`src/rtl/control.sv`:
```
// control: single-cycle processor control decoder.
// The instruction decode is purely combinational from OPCODE.
// An optional sticky halt latch is enabled by defining CONTROL_HALT_LATCH_EN.
// When the latch is set, HALT is held high and every side-effecting
// strobe is suppressed until RST.
module control (
    input  logic       CLK,
    input  logic       RST,
    input  logic [3:0] OPCODE,
    output logic [2:0] ALU_OP,
    output logic       REG_WRITE,
    output logic       JUMP,
    output logic       MEM_OR_ALU,
    output logic       REG_OR_IM,
    output logic       MEM_WRITE,
    output logic       SET_ON,
    output logic       BNE,
    output logic       BEQ,
    output logic       HALT
);

    localparam logic [3:0] OP_NOP  = 4'b0000;
    localparam logic [3:0] OP_HLT  = 4'b0001;
    localparam logic [3:0] OP_ADD  = 4'b0010;
    localparam logic [3:0] OP_SUB  = 4'b0011;
    localparam logic [3:0] OP_AND  = 4'b0100;
    localparam logic [3:0] OP_OR   = 4'b0101;
    localparam logic [3:0] OP_ADDI = 4'b0110;
    localparam logic [3:0] OP_LW   = 4'b0111;
    localparam logic [3:0] OP_SW   = 4'b1000;
    localparam logic [3:0] OP_SLT  = 4'b1001;
    localparam logic [3:0] OP_BEQ  = 4'b1010;
    localparam logic [3:0] OP_BNE  = 4'b1011;
    localparam logic [3:0] OP_J    = 4'b1100;

    localparam logic [2:0] ALU_ADD = 3'b000;
    localparam logic [2:0] ALU_SUB = 3'b001;
    localparam logic [2:0] ALU_AND = 3'b010;
    localparam logic [2:0] ALU_OR  = 3'b011;

    // Raw decode, before any halt masking.
    logic [2:0] dec_alu_op;
    logic       dec_reg_write;
    logic       dec_jump;
    logic       dec_mem_or_alu;
    logic       dec_reg_or_im;
    logic       dec_mem_write;
    logic       dec_set_on;
    logic       dec_bne;
    logic       dec_beq;
    logic       dec_halt;

    // Opcode decode: every output defaults to 0 so undefined opcodes act as NOP.
    always_comb begin
        dec_alu_op     = ALU_ADD;
        dec_reg_write  = 1'b0;
        dec_jump       = 1'b0;
        dec_mem_or_alu = 1'b0;
        dec_reg_or_im  = 1'b0;
        dec_mem_write  = 1'b0;
        dec_set_on     = 1'b0;
        dec_bne        = 1'b0;
        dec_beq        = 1'b0;
        dec_halt       = 1'b0;
        case (OPCODE)
            OP_NOP: ;
            OP_HLT: dec_halt = 1'b1;
            OP_ADD: begin
                dec_alu_op    = ALU_ADD;
                dec_reg_write = 1'b1;
            end
            OP_SUB: begin
                dec_alu_op    = ALU_SUB;
                dec_reg_write = 1'b1;
            end
            OP_AND: begin
                dec_alu_op    = ALU_AND;
                dec_reg_write = 1'b1;
            end
            OP_OR: begin
                dec_alu_op    = ALU_OR;
                dec_reg_write = 1'b1;
            end
            OP_ADDI: begin
                dec_alu_op    = ALU_ADD;
                dec_reg_or_im = 1'b1;
                dec_reg_write = 1'b1;
            end
            OP_LW: begin
                dec_alu_op     = ALU_ADD;
                dec_reg_or_im  = 1'b1;
                dec_mem_or_alu = 1'b1;
                dec_reg_write  = 1'b1;
            end
            OP_SW: begin
                dec_alu_op    = ALU_ADD;
                dec_reg_or_im = 1'b1;
                dec_mem_write = 1'b1;
            end
            OP_SLT: begin
                dec_alu_op    = ALU_SUB;
                dec_set_on    = 1'b1;
                dec_reg_write = 1'b1;
            end
            OP_BEQ: begin
                dec_alu_op = ALU_SUB;
                dec_beq    = 1'b1;
            end
            OP_BNE: begin
                dec_alu_op = ALU_SUB;
                dec_bne    = 1'b1;
            end
            OP_J:    dec_jump = 1'b1;
            default: ;
        endcase
    end

    // halted is high while the sticky latch holds the core stopped.
    logic halted;

`ifdef CONTROL_HALT_LATCH_EN
    logic halt_q;
    logic halt_d;

    // Latch sets on a HLT opcode and holds until reset.
    always_comb begin
        halt_d = halt_q | (OPCODE == OP_HLT);
    end

    // Reset clears the latch at once and wins over a HLT at the same edge.
    always_ff @(posedge CLK or posedge RST) begin
        if (RST) begin
            halt_q <= 1'b0;
        end else begin
            halt_q <= halt_d;
        end
    end

    assign halted = halt_q;
`else
    // No state in this build: the clock and reset are intentionally unused.
    logic unused_clk_rst;
    assign unused_clk_rst = CLK ^ RST;
    assign halted         = 1'b0;
`endif

    // Output stage: the latch forces HALT and suppresses writes and control transfers.
    always_comb begin
        ALU_OP     = dec_alu_op;
        MEM_OR_ALU = dec_mem_or_alu;
        REG_OR_IM  = dec_reg_or_im;
        SET_ON     = dec_set_on;
        REG_WRITE  = dec_reg_write & ~halted;
        MEM_WRITE  = dec_mem_write & ~halted;
        JUMP       = dec_jump      & ~halted;
        BEQ        = dec_beq       & ~halted;
        BNE        = dec_bne       & ~halted;
        HALT       = dec_halt      |  halted;
    end

endmodule

```
`config.mk`:
```
export PLATFORM = sky130hd
export DESIGN_NAME = control
export DESIGN_NICKNAME = d
export VERILOG_FILES = /design/src/rtl/control.sv
export SDC_FILE = /design/constraint.sdc
export NUM_CORES = 1
export LEC_CHECK = 0
export ABC_AREA = 1
export CORE_AREA = 5 5 42 44
export DETAILED_ROUTE_END_ITERATION = 16
export DIE_AREA = 0 0 47 49
export PLACE_DENSITY = 0.44
export SLEW_MARGIN = 20
export SYNTH_ARGS = -nofsm -noshare
export SYNTH_HDL_FRONTEND = slang
export SYNTH_SLANG_ARGS = --single-unit
export TNS_END_PERCENT = 30
```
`constraint.sdc`:
```
create_clock -name vclk -period 0.8
set_input_delay 0.24 -clock vclk [all_inputs]
set_output_delay 0.24 -clock vclk [all_outputs]
set_load 0.005 [all_outputs]
```
### Word-level counts from Yosys, hierarchy flattened

Cells that the tools add are included.

| word-level totals | value |
|---|---|
| register bits after elaboration | 0 |
| input port bits | 6 |
| output and inout bits | 12 |
| logic and storage cells | 25 |

| cells by class | value |
|---|---|
| equal/unequal tests | 12 |
| mux-type cells | 10 |
| reductions and logical operators | 3 |

Operator list:

| kind | count |
|---|---|
| == test 4 bit (second input constant) | 5 |
| == test 4 x 3 -> 1 bit (second input constant) | 4 |
| two-way mux 1 bit | 9 |
| == test 4 x 2 -> 1 bit (second input constant) | 2 |
| OR reduction 7 bit | 1 |
| case mux 2 bit (3 select lines) | 1 |
| == test 4 x 1 -> 1 bit (second input constant) | 1 |
| OR reduction 4 bit | 1 |
| OR reduction 3 bit | 1 |

### Depth between registers and ports, before layout

| depth | value |
|---|---|
| depth in word-level cells | 3 |
| gate-level depth with buffers | 4 |
| depth with buffers taken out | 4 |

### Worst setup path after synthesis

No wires, ideal clock.

| timing | value |
|---|---|
| path kind | input to output |
| start point | input OPCODE[0] |
| end point | output JUMP |
| arrival time | 0.535 ns |
| data required time | 0.560 ns |
| setup slack | 0.025 ns |
| stages on the path | 3 |
| path buffers | 0 |
| path through | inv_1 > nand2_2 > nor3_1 |

| between the ends | value |
|---|---|
| cells in the longest elaborated chain, start to end | 2 |

Ends and longest elaborated chain:

| what | line | text |
|---|---|---|
| from (decl) | 9 | `input logic [3:0] OPCODE,` |
| == test 4 bit | 65 | `case (OPCODE)` |
| two-way mux 1 bit | 65 |  |
| to (decl) | 12 | `output logic JUMP,` |

No other way between the ends.

### Final worst setup path

| timing | value |
|---|---|
| start point | input OPCODE[1] |
| end point | output REG_WRITE |

| between the ends | value |
|---|---|
| cells in the longest elaborated chain, start to end | 3 |
| elaborated cells between the ends (all ways) | 9 |
| classes of those cells | eq/ne (7); mux (1); reduce/logical (1) |

Ends and longest elaborated chain:

| what | line | text |
|---|---|---|
| == test 4 bit, or another cell as far along | 65 |  |
| OR reduction 7 bit (no line) * | n/a |  |
| two-way mux 1 bit * | 65 |  |
| to (decl) | 11 | `output logic REG_WRITE,` |

Mark *: on every way between the ends. The rest lies on a longest branch, timed or not.

==> metrics.md <==
| Metric | Value |
|---|---|
| I/O pin count | 18 |
| Post-Route WL | 653 um |
| Sequential cell area | 0 um^2 |
| Residual DRC | 0 |
| Slowest-stage cell, CP | o21ai_2 |
| Post-layout min period | 1020 ps |
| Most common cell on crit path | o21ai_2 |
| Worst VDD drop | 217 uV |
| Mux contribution to synthesized area | 0% |
| Internal power | 99.2 uW |
| I/O Buffers | 15 |
| Hold Crit Class | input port to output port |
| Xor and xnor area share after synthesis | 0% |
| Routed len/inst | 9.60 um |
| GRT Overall Usage | 5.61% |
| Worst Setup End Kind | output port |
| Clock network fraction of total power | 0% |
| Post-synthesis cell area | 149 um^2 |
| Sequential share of the synthesized area | 0% |
| Worst Path Arrival | 780 ps |
| Fraction of layout cells with a size suffix above 1 | 76.9% |
| Cell taking the most area after synthesis | nor2_1 |
| Nets | 60 |
| Final setup violating endpoints | 11 |
| Flip-flop and latch count | 0 |
| Setup_tns | -1930 ps |
| Largest net degree at the start of global routing | 7 |
| Crit path kind | input port to output port |
| Final hold vios | 0 |
| Fmax achieved | 976 MHz |
| Smallest hold slack | 730 ps |
| Adder-Cell Fraction of Synth Area | 0% |
| Crit-path max cell delay | 140 ps |
| Mean post-synth cell area | 4.65 um^2 |
| Met1 Use GR | 6.96% |
| Site Rows | 14 |
| Routed vias | 260 |
| DRT iter0 DRCs | 2 |
| Syn Nets | 38 |
| Area of the die | 2300 um^2 |
| Cells after Synth | 32 |
| Synth top area share | 20.2% |
| Largest family of logic cells by synthesized area | simple AND/OR/NAND/NOR gates |
| Initial Utilization | 10.6% |
| Req. time, crit path | 560 ps |
| Top Usage Layer GRT | met2 |
| Max Transition Viols Final | 0 |
| Crit-path max FO | 5 |
| CTS Hold Bufs | 0 |
| Switch Pwr | 96.4 uW |
| Vias per inst | 3.82 |
| Final ANT Viol Nets | 0 |
| Ys Warns | 0 |
| Pwr dens | 480 nW/um^2 |
| RSZ-0062 raised after global routing | yes |
| Post-Synth Simple-Gate Area | 64.7% |
| Met2 Usage GRT | 9.95% |
| Area fraction in compound gates after synthesis | 12.6% |
| Met3 Usage GRT | 1.48% |
| Net Sw Frac | 49.3% |
| CP cell instances | buf_12, buf_6, o21ai_2, o21ai_2, buf_2 |
| Type of origin of the critical path | input port |
| Die height | 49 um |
| Ant diodes | 0 |
| DR pass1 iterations | 2 |
| Failing checks | setup timing |
| Vias in the first global route | 262 |
| Clock buffers | 0 |
| Gpl congestion | 0.672 |
| P_leak | 0.213 nW |
| Combinational power share | 100.0% |
| Status | finished with violations |
| CP delay by family, top | buffers and inverters |
| Bufs and invs on worst path | 3 |
| Synth area leaders | nor2_1, nand2_1, nand2_2 |
| Sequential Power Share | 0% |
| Total chip power | 196 uW |
| Number of antenna violations at the first check in global routing | 0 |
| First-pass GRT wire length | 1070 um |
| Die width | 47 um |
| Dpl hpwl | 460 um |
| Max-Cap Viols | 0 |
| Core ar. | 1400 um^2 |
| Area Overhead vs Synth | 174% |
| Post-Route Utilization | 29.1% |
| Yosys cell types | 14 |
| Final worst-path cycle share | 128% |
| GRT overflow | 0 |
| Setup ws final | -224 ps |
cell families (layout without fill, tap and decap cells):
family	after synthesis	after routing
compound gates	3	3
buf+inv	7	27
other cells	1	1
simple gates	21	21
layout by cell type (no fill, tap or decap):
cell / instances
buf_8: 2
conb_1: 1
nor2_2: 2
nor2_1: 4
nand2_1: 5
inv_2: 2
nand2_4: 2
nor2_4: 3
nand3_1: 1
o21ai_2: 3
nand2_2: 1
inv_1: 1
buf_6: 5
inv_8: 1
buf_4: 2
buf_12: 1
buf_2: 11
nor3_2: 3
inv_4: 1
inv_6: 1
worst paths after layout:
check  cells after the start        end       from
max                        5  REG_WRITE  OPCODE[1]
min                        3  ALU_OP[1]  OPCODE[1]
stage by stage:
step | instance area (um^2) | worst slack, ps | std cells
4_1_cts | 373 | -212 | 68
6_report | 408 | -224 | 68
2_1_floorplan | 149 | 24.5 | 32
5_1_grt | 408 | -265 | 68
3_3_place_gp | 342 | -1100 | 66
3_5_place_dp | 342 | -1080 | 66
final cells by class:
cell class                      count  area (um^2)
Fill cell                         166          993
Timing Repair Buffer               21          176
Multi-Input combinational cell     25          174
Inverter                            6         37.5
Tap cell                           16         20.0
power groups by stage:
stage	registers, mW	clock network (mW)	logic, mW
after floorplan	0	0	0.0560
after CTS	0	0	0.176
final	0	0	0.196
after global placement	0	0	0.151
after global routing	0	0	0.211
after detailed placement	0	0	0.149
metal layers:
layer / vias to the layer above / share of wire [%]
met4: 0 / 0
met1: 112 / 39
met3: 0 / 12
li1: 137 / -
met2: 11 / 49
met5: - / 0
Yosys cell counts:
library cell,n
nor2_1,8
nand2_1,6
inv_1,3
inv_2,3
nand2_2,2
nor3_1,2
buf_4,1
conb_1,1
nand3_1,1
nor2_2,1
nor3_2,1
o21ai_0,1
o21ai_1,1
o21ai_2,1
what timing repair did:
action | in CTS | in global routing
resized for setup | 91 | 9
endpoints found under the setup margin | 11 | 11
buffers inserted | 2 | 0
pin swaps | 13 | 4
gates cloned | 0 | 0
(Power assumes the default switching activity.)
